## config.mk

```make
export PLATFORM = sky130hd
export DESIGN_NAME = uart_mm_fifo
export DESIGN_NICKNAME = d
export VERILOG_FILES = /design/src/rtl/uart_mm_fifo.sv
export SDC_FILE = /design/constraint.sdc
export NUM_CORES = 1
export LEC_CHECK = 0
export BUFFER_PORTS_ARGS = -buffer_cell sky130_fd_sc_hd__buf_2
export CORE_MARGIN = 4
export CORE_UTILIZATION = 50
export CTS_CLUSTER_DIAMETER = 50
export DETAILED_ROUTE_END_ITERATION = 10
export PLACE_DENSITY = 0.68
export SLEW_MARGIN = 15
export SYNTH_ARGS = -nofsm -noshare
export SYNTH_HDL_FRONTEND = slang
export SYNTH_SLANG_ARGS = --single-unit
export TNS_END_PERCENT = 30
```

## constraint.sdc

```tcl
create_clock -name clk -period 7.6 [get_ports clk]
set_input_delay 1.52 -clock clk [delete_from_list [all_inputs] [get_ports clk]]
set_output_delay 1.52 -clock clk [all_outputs]
set_load 0.01 [all_outputs]
```

## src/rtl/uart_mm_fifo.sv

```systemverilog
// Memory-mapped 8N1 UART with TX/RX byte FIFOs, runtime baud divisor,
// sticky error flags and a registered level interrupt. Four-word window at BASE.
module uart_mm_fifo #(
   parameter logic [31:0] BASE        = 32'd65537,
   parameter int          DEPTH_LOG2  = 4,
   parameter logic [15:0] DEFAULT_DIV = 16'd868
) (
   input  logic        clk,
   input  logic        rst,
   input  logic        RX,
   output logic        TX,
   input  logic [31:0] addr_b,
   input  logic [31:0] data_b_in,
   input  logic [31:0] data_b_we,
   output logic [31:0] data_b,
   output logic        strobe_b,
   output logic        irq
);
   localparam int DEPTH = 1 << DEPTH_LOG2;
   localparam int CW    = DEPTH_LOG2 + 1;
   localparam logic [CW-1:0] FULL = {1'b1, {DEPTH_LOG2{1'b0}}};

   localparam logic [1:0] S_IDLE  = 2'd0;
   localparam logic [1:0] S_START = 2'd1;
   localparam logic [1:0] S_DATA  = 2'd2;
   localparam logic [1:0] S_STOP  = 2'd3;

   logic [31:0] r_prev_addr;
   logic        r_prev_we;
   logic [15:0] r_div;
   logic [1:0]  r_ien;
   logic        r_ovr, r_ferr, r_txdrop, r_irq;
   logic [31:0] r_data;
   logic        r_strobe;

   logic [7:0]            r_tx_mem [DEPTH];
   logic [DEPTH_LOG2-1:0] r_tx_wp, r_tx_rp;
   logic [CW-1:0]         r_tx_cnt;
   logic [7:0]            r_rx_mem [DEPTH];
   logic [DEPTH_LOG2-1:0] r_rx_wp, r_rx_rp;
   logic [CW-1:0]         r_rx_cnt;

   logic [1:0]  r_tx_st;
   logic [15:0] r_tx_div, r_tx_ccnt;
   logic [2:0]  r_tx_bit;
   logic [7:0]  r_tx_sh;
   logic        r_tx_o;

   logic        r_rx_s1, r_rx_s2, r_rx_s3;
   logic [1:0]  r_rx_st;
   logic [15:0] r_rx_div, r_rx_ccnt;
   logic [2:0]  r_rx_bit;
   logic [7:0]  r_rx_sh;

   logic [31:0]   w_off, w_status, w_rdata;
   logic          w_win, w_wr, w_rd, w_rd_first, w_stat_wr;
   logic          w_tx_full, w_tx_empty, w_tx_push, w_tx_push_ok, w_tx_pop, w_tx_tick;
   logic          w_rx_full, w_rx_empty, w_rx_push, w_rx_push_ok, w_rx_pop, w_rx_tick, w_rx_done;
   logic [CW-1:0] w_tx_cnt_nxt, w_rx_cnt_nxt;
   logic          w_unused;

   // Window test by offset so BASE near the top of the address space still works.
   assign w_off      = addr_b - BASE;
   assign w_win      = (w_off[31:2] == 30'd0);
   assign w_wr       = w_win & data_b_we[0];
   assign w_rd       = w_win & ~data_b_we[0];
   assign w_rd_first = w_rd & ((addr_b != r_prev_addr) | r_prev_we);
   assign w_stat_wr  = w_wr & (w_off[1:0] == 2'd1);
   assign w_unused   = ^{data_b_we[31:1], data_b_in[31:16]};

   assign w_tx_full    = (r_tx_cnt == FULL);
   assign w_tx_empty   = (r_tx_cnt == '0);
   assign w_tx_push    = w_wr & (w_off[1:0] == 2'd0);
   assign w_tx_push_ok = w_tx_push & ~w_tx_full;
   assign w_tx_pop     = (r_tx_st == S_IDLE) & ~w_tx_empty;
   assign w_tx_cnt_nxt = r_tx_cnt + CW'(w_tx_push_ok) - CW'(w_tx_pop);

   assign w_rx_full    = (r_rx_cnt == FULL);
   assign w_rx_empty   = (r_rx_cnt == '0);
   assign w_rx_done    = (r_rx_st == S_STOP) & w_rx_tick;
   assign w_rx_push    = w_rx_done & r_rx_s2;
   assign w_rx_push_ok = w_rx_push & ~w_rx_full;
   assign w_rx_pop     = w_rd_first & (w_off[1:0] == 2'd0) & ~w_rx_empty;
   assign w_rx_cnt_nxt = r_rx_cnt + CW'(w_rx_push_ok) - CW'(w_rx_pop);

   assign w_tx_tick = (r_tx_ccnt == r_tx_div - 16'd1);
   assign w_rx_tick = (r_rx_st == S_START) ? (r_rx_ccnt == ({1'b0, r_rx_div[15:1]} - 16'd1))
                                           : (r_rx_ccnt == r_rx_div - 16'd1);

   assign w_status = {8'd0, 8'(r_tx_cnt), 8'(r_rx_cnt), 2'b00, r_txdrop, r_ferr, r_ovr,
                      w_tx_empty & (r_tx_st == S_IDLE), ~w_tx_full, ~w_rx_empty};

   always_comb begin
      w_rdata = 32'd0;
      case (w_off[1:0])
         2'd0:    w_rdata = w_rx_empty ? 32'd0 : {24'd0, r_rx_mem[r_rx_rp]};
         2'd1:    w_rdata = w_status;
         2'd2:    w_rdata = {16'd0, r_div};
         default: w_rdata = {30'd0, r_ien};
      endcase
   end

   // Bus side: registers, sticky flags, read data, interrupt.
   always_ff @(posedge clk or negedge rst) begin
      if (!rst) begin
         r_prev_addr <= 32'd0;
         r_prev_we   <= 1'b1;
         r_div       <= DEFAULT_DIV;
         r_ien       <= 2'b00;
         r_ovr       <= 1'b0;
         r_ferr      <= 1'b0;
         r_txdrop    <= 1'b0;
         r_data      <= 32'd0;
         r_strobe    <= 1'b0;
         r_irq       <= 1'b0;
      end else begin
         r_prev_addr <= addr_b;
         r_prev_we   <= data_b_we[0];
         if (w_wr && w_off[1:0] == 2'd2)
            r_div <= (data_b_in[15:0] < 16'd4) ? 16'd4 : data_b_in[15:0];
         if (w_wr && w_off[1:0] == 2'd3)
            r_ien <= data_b_in[1:0];
         // A new error in the same cycle as a clear wins.
         r_ovr    <= (w_rx_push & w_rx_full) | (r_ovr & ~(w_stat_wr & data_b_in[3]));
         r_ferr   <= (w_rx_done & ~r_rx_s2) | (r_ferr & ~(w_stat_wr & data_b_in[4]));
         r_txdrop <= (w_tx_push & w_tx_full) | (r_txdrop & ~(w_stat_wr & data_b_in[5]));
         r_strobe <= w_rd;
         if (!w_rd)
            r_data <= 32'd0;
         else if (w_rd_first || w_off[1:0] != 2'd0)
            r_data <= w_rdata;
         r_irq <= (r_ien[0] & (w_rx_cnt_nxt != '0)) | (r_ien[1] & (w_tx_cnt_nxt == '0));
      end
   end

   always_ff @(posedge clk) begin
      if (w_tx_push_ok) r_tx_mem[r_tx_wp] <= data_b_in[7:0];
      if (w_rx_push_ok) r_rx_mem[r_rx_wp] <= r_rx_sh;
   end

   always_ff @(posedge clk or negedge rst) begin
      if (!rst) begin
         r_tx_wp  <= '0;
         r_tx_rp  <= '0;
         r_tx_cnt <= '0;
         r_rx_wp  <= '0;
         r_rx_rp  <= '0;
         r_rx_cnt <= '0;
      end else begin
         if (w_tx_push_ok) r_tx_wp <= r_tx_wp + 1'b1;
         if (w_tx_pop)     r_tx_rp <= r_tx_rp + 1'b1;
         if (w_rx_push_ok) r_rx_wp <= r_rx_wp + 1'b1;
         if (w_rx_pop)     r_rx_rp <= r_rx_rp + 1'b1;
         r_tx_cnt <= w_tx_cnt_nxt;
         r_rx_cnt <= w_rx_cnt_nxt;
      end
   end

   always_ff @(posedge clk or negedge rst) begin
      if (!rst) begin
         r_tx_st   <= S_IDLE;
         r_tx_div  <= DEFAULT_DIV;
         r_tx_ccnt <= 16'd0;
         r_tx_bit  <= 3'd0;
         r_tx_sh   <= 8'd0;
         r_tx_o    <= 1'b1;
      end else begin
         case (r_tx_st)
            S_IDLE: if (!w_tx_empty) begin
               r_tx_st   <= S_START;
               r_tx_o    <= 1'b0;
               r_tx_sh   <= r_tx_mem[r_tx_rp];
               r_tx_div  <= r_div;
               r_tx_ccnt <= 16'd0;
            end
            S_START: if (w_tx_tick) begin
               r_tx_st   <= S_DATA;
               r_tx_o    <= r_tx_sh[0];
               r_tx_bit  <= 3'd0;
               r_tx_ccnt <= 16'd0;
            end else r_tx_ccnt <= r_tx_ccnt + 16'd1;
            S_DATA: if (w_tx_tick) begin
               r_tx_ccnt <= 16'd0;
               if (r_tx_bit == 3'd7) begin
                  r_tx_st <= S_STOP;
                  r_tx_o  <= 1'b1;
               end else begin
                  r_tx_bit <= r_tx_bit + 3'd1;
                  r_tx_o   <= r_tx_sh[1];
                  r_tx_sh  <= {1'b0, r_tx_sh[7:1]};
               end
            end else r_tx_ccnt <= r_tx_ccnt + 16'd1;
            default: if (w_tx_tick) r_tx_st <= S_IDLE;
                     else r_tx_ccnt <= r_tx_ccnt + 16'd1;
         endcase
      end
   end

   // RX: first sample lands mid start bit, then one sample per bit period.
   always_ff @(posedge clk or negedge rst) begin
      if (!rst) begin
         r_rx_s1   <= 1'b1;
         r_rx_s2   <= 1'b1;
         r_rx_s3   <= 1'b1;
         r_rx_st   <= S_IDLE;
         r_rx_div  <= DEFAULT_DIV;
         r_rx_ccnt <= 16'd0;
         r_rx_bit  <= 3'd0;
         r_rx_sh   <= 8'd0;
      end else begin
         r_rx_s1 <= RX;
         r_rx_s2 <= r_rx_s1;
         r_rx_s3 <= r_rx_s2;
         case (r_rx_st)
            S_IDLE: if (r_rx_s3 && !r_rx_s2) begin
               r_rx_st   <= S_START;
               r_rx_div  <= r_div;
               r_rx_ccnt <= 16'd0;
            end
            S_START: if (w_rx_tick) begin
               r_rx_st   <= r_rx_s2 ? S_IDLE : S_DATA;
               r_rx_bit  <= 3'd0;
               r_rx_ccnt <= 16'd0;
            end else r_rx_ccnt <= r_rx_ccnt + 16'd1;
            S_DATA: if (w_rx_tick) begin
               r_rx_sh   <= {r_rx_s2, r_rx_sh[7:1]};
               r_rx_ccnt <= 16'd0;
               if (r_rx_bit == 3'd7) r_rx_st <= S_STOP;
               else                  r_rx_bit <= r_rx_bit + 3'd1;
            end else r_rx_ccnt <= r_rx_ccnt + 16'd1;
            default: if (w_rx_tick) r_rx_st <= S_IDLE;
                     else r_rx_ccnt <= r_rx_ccnt + 16'd1;
         endcase
      end
   end

   assign TX       = r_tx_o;
   assign data_b   = r_data;
   assign strobe_b = r_strobe;
   assign irq      = r_irq;
endmodule

```

==> qor.csv, run 1 <==
stage,metric,value,unit
sta,final hold vios,0,
global_routing,All-Layer GR Usage,0.206,
finish,post-route cell area,23400,sq um
power,P_sw,1880,uW
worst_setup_path,biggest cell delay along the critical path,0.57,ns
worst_setup_path,Worst path top cell family by delay,simple AND/OR/NAND/NOR gates,
drt,via count,12670,
worst_setup_path,Levels on crit path,22,
synth,Syn. warnings,0,
floorplanning,width of the die,213,um
worst_setup_path,Startpoint Class,flop,
worst_setup_path,Setup crit end kind,flop,
worst_setup_path,crit path DAT,6.99,ns
cts,htree depth,2,
synth,"EDFF count, synth",256,
synth,syn avg cell area,13.8,sq um
synth,"Distinct cells, synth",84,
finish,"Area growth, synth to finish",11.9,%
sta,"Slew Viols, Final",0,
power,P_int,4660,uW
drt,Detailed Route Iter0 Violations,1116,
power,cell area power density,279,nW/um^2
place,detailed placer's ending HPWL,30400,um
cts,worst skew pair latency,0.59,ns
power,LEAKAGE,0.00899,uW
finish,Final Net Count,1736,
sta,Max-slew headroom,0.307,
finish,multi-input logic area,7790,sq um
place,port bufs,75,
global_routing,total global routing overflow,0,
power,switching part of the total,0.287,
drt,via density per instance,5.84,
sta,TNS Setup,0,ns
floorplanning,core area,41100,sq um
cts,Max Root-Sink Buffers,3,
worst_setup_path,crit path kind,reg -> reg,
cts,CTS resizes,0,
synth,Post-Syn Area,20900,sq um
floorplanning,die extent in y,213,um
sta,post-route clock skew,0.0233,ns
synth,post-synthesis cell count,1518,
worst_setup_path,RR Endpoint,irq,
cts,CTS tree,built,
worst_setup_path,Critical Path Start,r_rx_st[1],
synth,Synth Flop Type,edfxtp_1,
floorplanning,Std-Cell Rows,74,
cts,number of CTS-inserted buffers,50,
sta,final hold slack,0.360,ns
cts,CTS Sinks,453,
worst_setup_path,CP cell instances,inv_1 -> ha_1 -> buf_4 -> mux2i_1 -> ha_1 -> nor2b_1 -> nand4_1 -> or3_1 -> mux2i_1 -> or3_1 -> and2_1 -> and4bb_1 -> and4_1 -> inv_1 -> ha_1 -> inv_1 -> ha_1 -> fa_1 -> xor2_1 -> or4_1 -> o21ai_0 -> o21ai_0,
run,max cap viols,0,
worst_setup_path,CP Max Fanout,36,
power,Flop pwr share,0.417,
global_routing,first-pass GRT wire length,73200,um
worst_setup_path,Worst EP required,8.04,ns
drt,post-detailed-routing wire length,45300,um
power,clock share of power,0.358,
worst_setup_path,crit path to,irq,
sta,unrepaired setup endpoints after global routing,false,
worst_setup_path,critical path's slowest cell,and4_1,
place,placed inst area,21800,sq um
sta,Fmax,0.153,GHz
cts,CTS Hold Bufs,0,
cts,clk slew on worst S/H paths,0.06,ns
worst_setup_path,R2R Path Start,r_rx_st[1],
floorplanning,Initial Util,0.509,
min_path,hold depth,0,
synth,Seq cells post-synth,453,
drt,DR pass1 iterations,5,
synth,"FFs w/ async S/R, synth",0.435,
floorplanning,Top Ports,134,
global_routing,initial antenna violation count,1,
outcome,status,"complete, no violations",
sta,period utilization,0.862,
worst_setup_path,Reg2Reg Depth,22,
cts,Post-CTS Setup Bufs,0,
finish,Final Core Density,0.570,
floorplanning,Die Area,45200,sq um
power,maximum VDD drop,0.194,mV
sta,minimum clock period,6.55,ns
place,dpl ws,1.13,ns
min_path,Hold Crit Class,reg -> reg,
finish,fraction of layout cells with a size suffix above 1,0.218,
finish,register area,12600,sq um
sta,Worst-Margin Slew,1.04,ns
synth,post-synthesis sequential area ratio,0.604,
drt,DRC errors left,0,
finish,ant diodes,0,
cts,CTS root buffer,clkbuf_16,
worst_setup_path,critical path buffer and inverter count,4,
worst_setup_path,crit-path most repeated cell,ha_1,
place,GPL Wtd Cong,0.851,
drt,wire length per cell,20.9,um
sta,final setup fails,0,
worst_setup_path,reg2reg setup slack,1.05,ns
global_routing,largest net degree at the start of global routing,100,
sta,worst setup margin,1.05,ns
power,combinational power share,0.225,
finish,fill count,3296,
drt,"antenna viol nets, final",0,
global_routing,vias in the first global route,12871,
==> sequential cells by signal, indices dropped and copies added, names as in the netlist, 3 cells and up <==
signal and flops:
r_tx_bit 3, r_tx_wp 4, r_rx_ccnt 16, r_tx_mem 128, r_rx_bit 3, data_b 21, r_tx_sh 8, r_rx_div 16
r_rx_cnt 5, r_rx_mem 128, r_tx_ccnt 16, r_div 16, r_rx_wp 4, r_prev_addr 32, r_rx_sh 8, r_tx_div 16
r_tx_cnt 5, r_tx_rp 4, r_rx_rp 4
==> stage by stage <==
stage | instances | power [uW]
floorplan | 1528 | 3940
global placement | 2076 | 4210
detailed placement | 2076 | 4230
CTS | 2170 | 6590
global route | 2170 | 6850
finish | 2170 | 6540
==> worst min-delay path by stage <==
stage | endpoint | from
floorplan | r_rx_s2 | r_rx_s1
global route | r_rx_s2 | r_rx_s1
global placement | r_rx_s2 | r_rx_s1
detailed placement | r_rx_s2 | r_rx_s1
CTS | r_rx_s2 | r_rx_s1
finish | r_rx_s2 | r_rx_s1
==> cell usage in the layout, fill, tap and decap left out, types with 11 or more instances in the layout <==
master     count
nor2b_1       20
or4_1         11
xnor2_1       38
a21oi_1       32
a22o_1        18
edfxtp_1     256
nor4_1        30
nand3b_1      13
and3_1        29
buf_4         20
clkinv_2      11
and2_1        13
mux2_2        56
mux2i_1       15
inv_1         49
o21ai_0       51
o31ai_1       17
conb_1        11
buf_2         74
nand4_1       15
ha_1          39
clkbuf_16     51
mux4_2        80
dfrtp_1      175
xor2_1        51
dfstp_2       20
nand2_1      136
nor3_1        18
nor2_1        66
nand3_1       26
o21bai_1      13
==> metal layers <==
| layer | vias up | GRT usage | share of wire |
|---|---|---|---|
| met5 | - | 0 | 0.00029 |
| met3 | 63 | 0.0344 | 0.048 |
| met1 | 6447 | 0.301 | 0.45 |
| li1 | 5868 | - | - |
| met4 | 2 | 0.0553 | 0.022 |
| met2 | 290 | 0.328 | 0.48 |
==> power groups by stage <==
stage | Sequential (uW) | Combinational [uW] | Clock (uW)
5_1_grt | 2740 | 1610 | 2500
6_report | 2730 | 1470 | 2340
4_1_cts | 2730 | 1470 | 2390
3_3_place_gp | 2770 | 1430 | 0
3_5_place_dp | 2780 | 1460 | 0
2_1_floorplan | 2750 | 1190 | 0
==> cells in the mapped netlist, types with 12 or more instances <==
library cell  instances  area share
a22o_1               18      0.0075
xnor2_1              38       0.016
xor2_1               51       0.021
nand3_1              26      0.0062
nor3_1               19      0.0045
and2_1               13      0.0039
buf_1                13      0.0023
inv_1                49      0.0088
edfxtp_1            256        0.37
mux4_2               80       0.086
buf_2                12      0.0029
o21ai_0              51       0.012
clkbuf_1             41      0.0073
a21oi_1              32      0.0076
dfrtp_1             177        0.21
buf_4                12      0.0043
o21bai_1             13      0.0047
mux2_2               56       0.030
mux2i_1              15      0.0072
dfstp_2              20       0.025
nand4_1              15      0.0045
nor4_1               30      0.0090
and3_1               29      0.0087
o31ai_1              17      0.0061
nor2b_1              20      0.0060
ha_1                 39       0.023
nor2_1               66       0.012
nand3b_1             13      0.0047
nand2_1             136       0.024
==> layout make-up <==
type / instances / share of cell area
Inverter: 50 / 0.00801
Multi-Input combinational cell: 946 / 0.333
Clock buffer: 63 / 0.0573
Clock inverter: 31 / 0.0111
Sequential cell: 453 / 0.540
Tap cell: 532 / 0.0284
Timing Repair Buffer: 95 / 0.0228
==> cell families after synthesis <==
group / synth area share
other: 0.000179
xor gates and xnor gates: 0.0372
DFF: 0.604
buffers and inverters: 0.0263
adders and majority gates: 0.0252
and+or+nand+nor: 0.114
AOI/OAI and AO/OA: 0.0700
muxes: 0.123
(Power assumes the default switching activity.)
==> run 2, diff against run 1 <==
Settings changed: CTS_CLUSTER_SIZE from default to 12, PLACE_DENSITY 0.68 to 0.7.
==> run 2 against run 1 <==
Effect of this change: die area is the same; sequential share of layout area grew 0.34 points; via count grew 1.1%; worst hold slack lost 0.019 ns.
==> qor.csv, run 2 (same netlist as run 1, synthesis figures left out) <==
stage,metric,value,unit
floorplanning,Top Ports,134,
power,LEAKAGE,0.00890,uW
cts,worst skew pair latency,0.58,ns
cts,htree depth,2,
worst_setup_path,crit path kind,reg -> reg,
worst_setup_path,crit-path most repeated cell,ha_1,
power,cell area power density,274,nW/um^2
floorplanning,width of the die,213,um
global_routing,largest net degree at the start of global routing,84,
floorplanning,Initial Util,0.509,
global_routing,vias in the first global route,12880,
worst_setup_path,critical path's slowest cell,and4_1,
outcome,status,"complete, no violations",
global_routing,All-Layer GR Usage,0.206,
min_path,Worst Hold Launch,r_rx_s1,
finish,"Area growth, synth to finish",11.2,%
cts,CTS resizes,0,
power,maximum VDD drop,0.217,mV
worst_setup_path,CP Max Fanout,18,
cts,number of CTS-inserted buffers,48,
sta,final hold vios,0,
cts,clk slew on worst S/H paths,0.06,ns
worst_setup_path,biggest cell delay along the critical path,0.59,ns
finish,Regs by FF count,"r_rx_mem (128), r_tx_mem (128), r_prev_addr (32)",
worst_setup_path,critical path buffer and inverter count,3,
drt,via count,12807,
worst_setup_path,Reg2Reg Depth,21,
global_routing,initial antenna violation count,0,
sta,minimum clock period,6.35,ns
min_path,Hold Crit Class,reg -> reg,
finish,Final Net Count,1732,
worst_setup_path,crit path DAT,6.79,ns
place,GPL Wtd Cong,0.871,
floorplanning,die extent in y,213,um
worst_setup_path,crit path to,irq,
cts,CTS Hold Bufs,0,
sta,Fmax,0.157,GHz
sta,final hold slack,0.341,ns
drt,wire length per cell,21.1,um
place,port bufs,75,
worst_setup_path,reg2reg setup slack,1.25,ns
worst_setup_path,R2R Path Start,r_rx_st[1],
sta,post-route clock skew,0.0280,ns
drt,DR pass1 iterations,5,
worst_setup_path,Startpoint Class,flop,
place,detailed placer's ending HPWL,30300,um
drt,Detailed Route Iter0 Violations,1085,
sta,Worst-Margin Slew,1.01,ns
finish,ant diodes,0,
drt,"antenna viol nets, final",0,
worst_setup_path,Setup crit end kind,flop,
cts,Post-CTS Setup Bufs,0,
worst_setup_path,Worst path top cell family by delay,simple AND/OR/NAND/NOR gates,
power,Final Power,6390,uW
finish,"commonest non-fill, non-tap cell in the layout",edfxtp_1,
cts,CTS root buffer,clkbuf_16,
drt,post-detailed-routing wire length,45500,um
sta,final setup fails,0,
sta,unrepaired setup endpoints after global routing,false,
sta,"Slew Viols, Final",0,
worst_setup_path,RR Endpoint,irq,
drt,DRC errors left,0,
worst_setup_path,CP cell instances,inv_1 -> ha_1 -> mux2i_1 -> ha_1 -> nor2b_1 -> nand4_1 -> or3_1 -> mux2i_1 -> or3_1 -> and2_1 -> and4bb_1 -> and4_1 -> inv_1 -> ha_1 -> inv_1 -> ha_1 -> fa_1 -> xor2_1 -> or4_1 -> o21ai_0 -> o21ai_0,
floorplanning,Std-Cell Rows,74,
worst_setup_path,Critical Path Start,r_rx_st[1],
sta,period utilization,0.836,
sta,Max-slew headroom,0.321,
worst_setup_path,Worst EP required,8.03,ns
sta,TNS Setup,0,ns
floorplanning,Die Area,45200,sq um
cts,CTS tree,built,
run,max cap viols,0,
finish,most frequent cells in the layout,"256 x edfxtp_1, 174 x dfrtp_1, 136 x nand2_1, 80 x mux4_2, 74 x buf_2",
worst_setup_path,Levels on crit path,21,
global_routing,total global routing overflow,0,
finish,fraction of layout cells with a size suffix above 1,0.213,
global_routing,first-pass GRT wire length,72800,um
drt,via density per instance,5.92,
floorplanning,core area,41100,sq um
cts,Max Root-Sink Buffers,3,
cts,CTS Sinks,453,
-- run 2: cell count changes in the layout (fill, tap and decap cells not counted), moves of 3 or more --
cell / delta
clkbuf_16: -3
clkinv_1: -9
clkinv_2: -7
clkbuf_1: +13
-- run 2: layout make-up --
class / instances / area, sq um
Fill cell: 3250 / 17800
Sequential cell: 453 / 12600
Multi-Input combinational cell: 946 / 7790
Clock buffer: 75 / 1340
Tap cell: 532 / 666
Timing Repair Buffer: 93 / 519
Inverter: 50 / 188
Clock inverter: 14 / 129
-- run 2: power by group --
part	switching, uW	internal [uW]	leakage (uW)
Combinational	808	627	0.00351
Sequential	79.3	2670	0.00467
Clock	945	1260	0.000716
-- run 2: per-stage QoR --
| stage | area [sq um] | instances | utilization | setup WS, ns |
|---|---|---|---|---|
| floorplan | 21000 | 1528 | - | 1.74 |
| global placement | 21800 | 2074 | 0.531 | 1.27 |
| detailed placement | 21800 | 2074 | 0.531 | 1.19 |
| CTS | 23300 | 2163 | 0.566 | 1.35 |
| global route | 23300 | 2163 | 0.566 | 0.972 |
| finish | 23300 | 2163 | 0.566 | 1.25 |
-- run 2: worst reg2reg max path, delay by kind of cell, from the launching register on --
| family | cells | cell delay, ns |
|---|---|---|
| adder cells (fa/ha/maj) | 5 | 1.50 |
| XOR/XNOR | 1 | 0.17 |
| multiplexers | 2 | 0.45 |
| flip-flops | 1 | 0.42 |
| AND/OR/NAND/NOR | 8 | 3.04 |
| buffers and inverters | 3 | 0.25 |
| AO/OA/AOI/OAI | 2 | 0.40 |
-- run 2: per-layer routing --
metal / part of all wire / GRT usage
met5: 0 / 0
met4: 0.022 / 0.0562
met3: 0.058 / 0.0395
met2: 0.48 / 0.326
met1: 0.44 / 0.297
-- run 2: worst min path at each step --
stage,end,slack [ns],cells after the start
4_1_cts,r_rx_s2,0.33,0
5_1_grt,r_rx_s2,0.35,0
3_5_place_dp,r_rx_s2,0.35,0
2_1_floorplan,r_rx_s2,0.35,0
3_3_place_gp,r_rx_s2,0.35,0
6_report,r_rx_s2,0.34,0
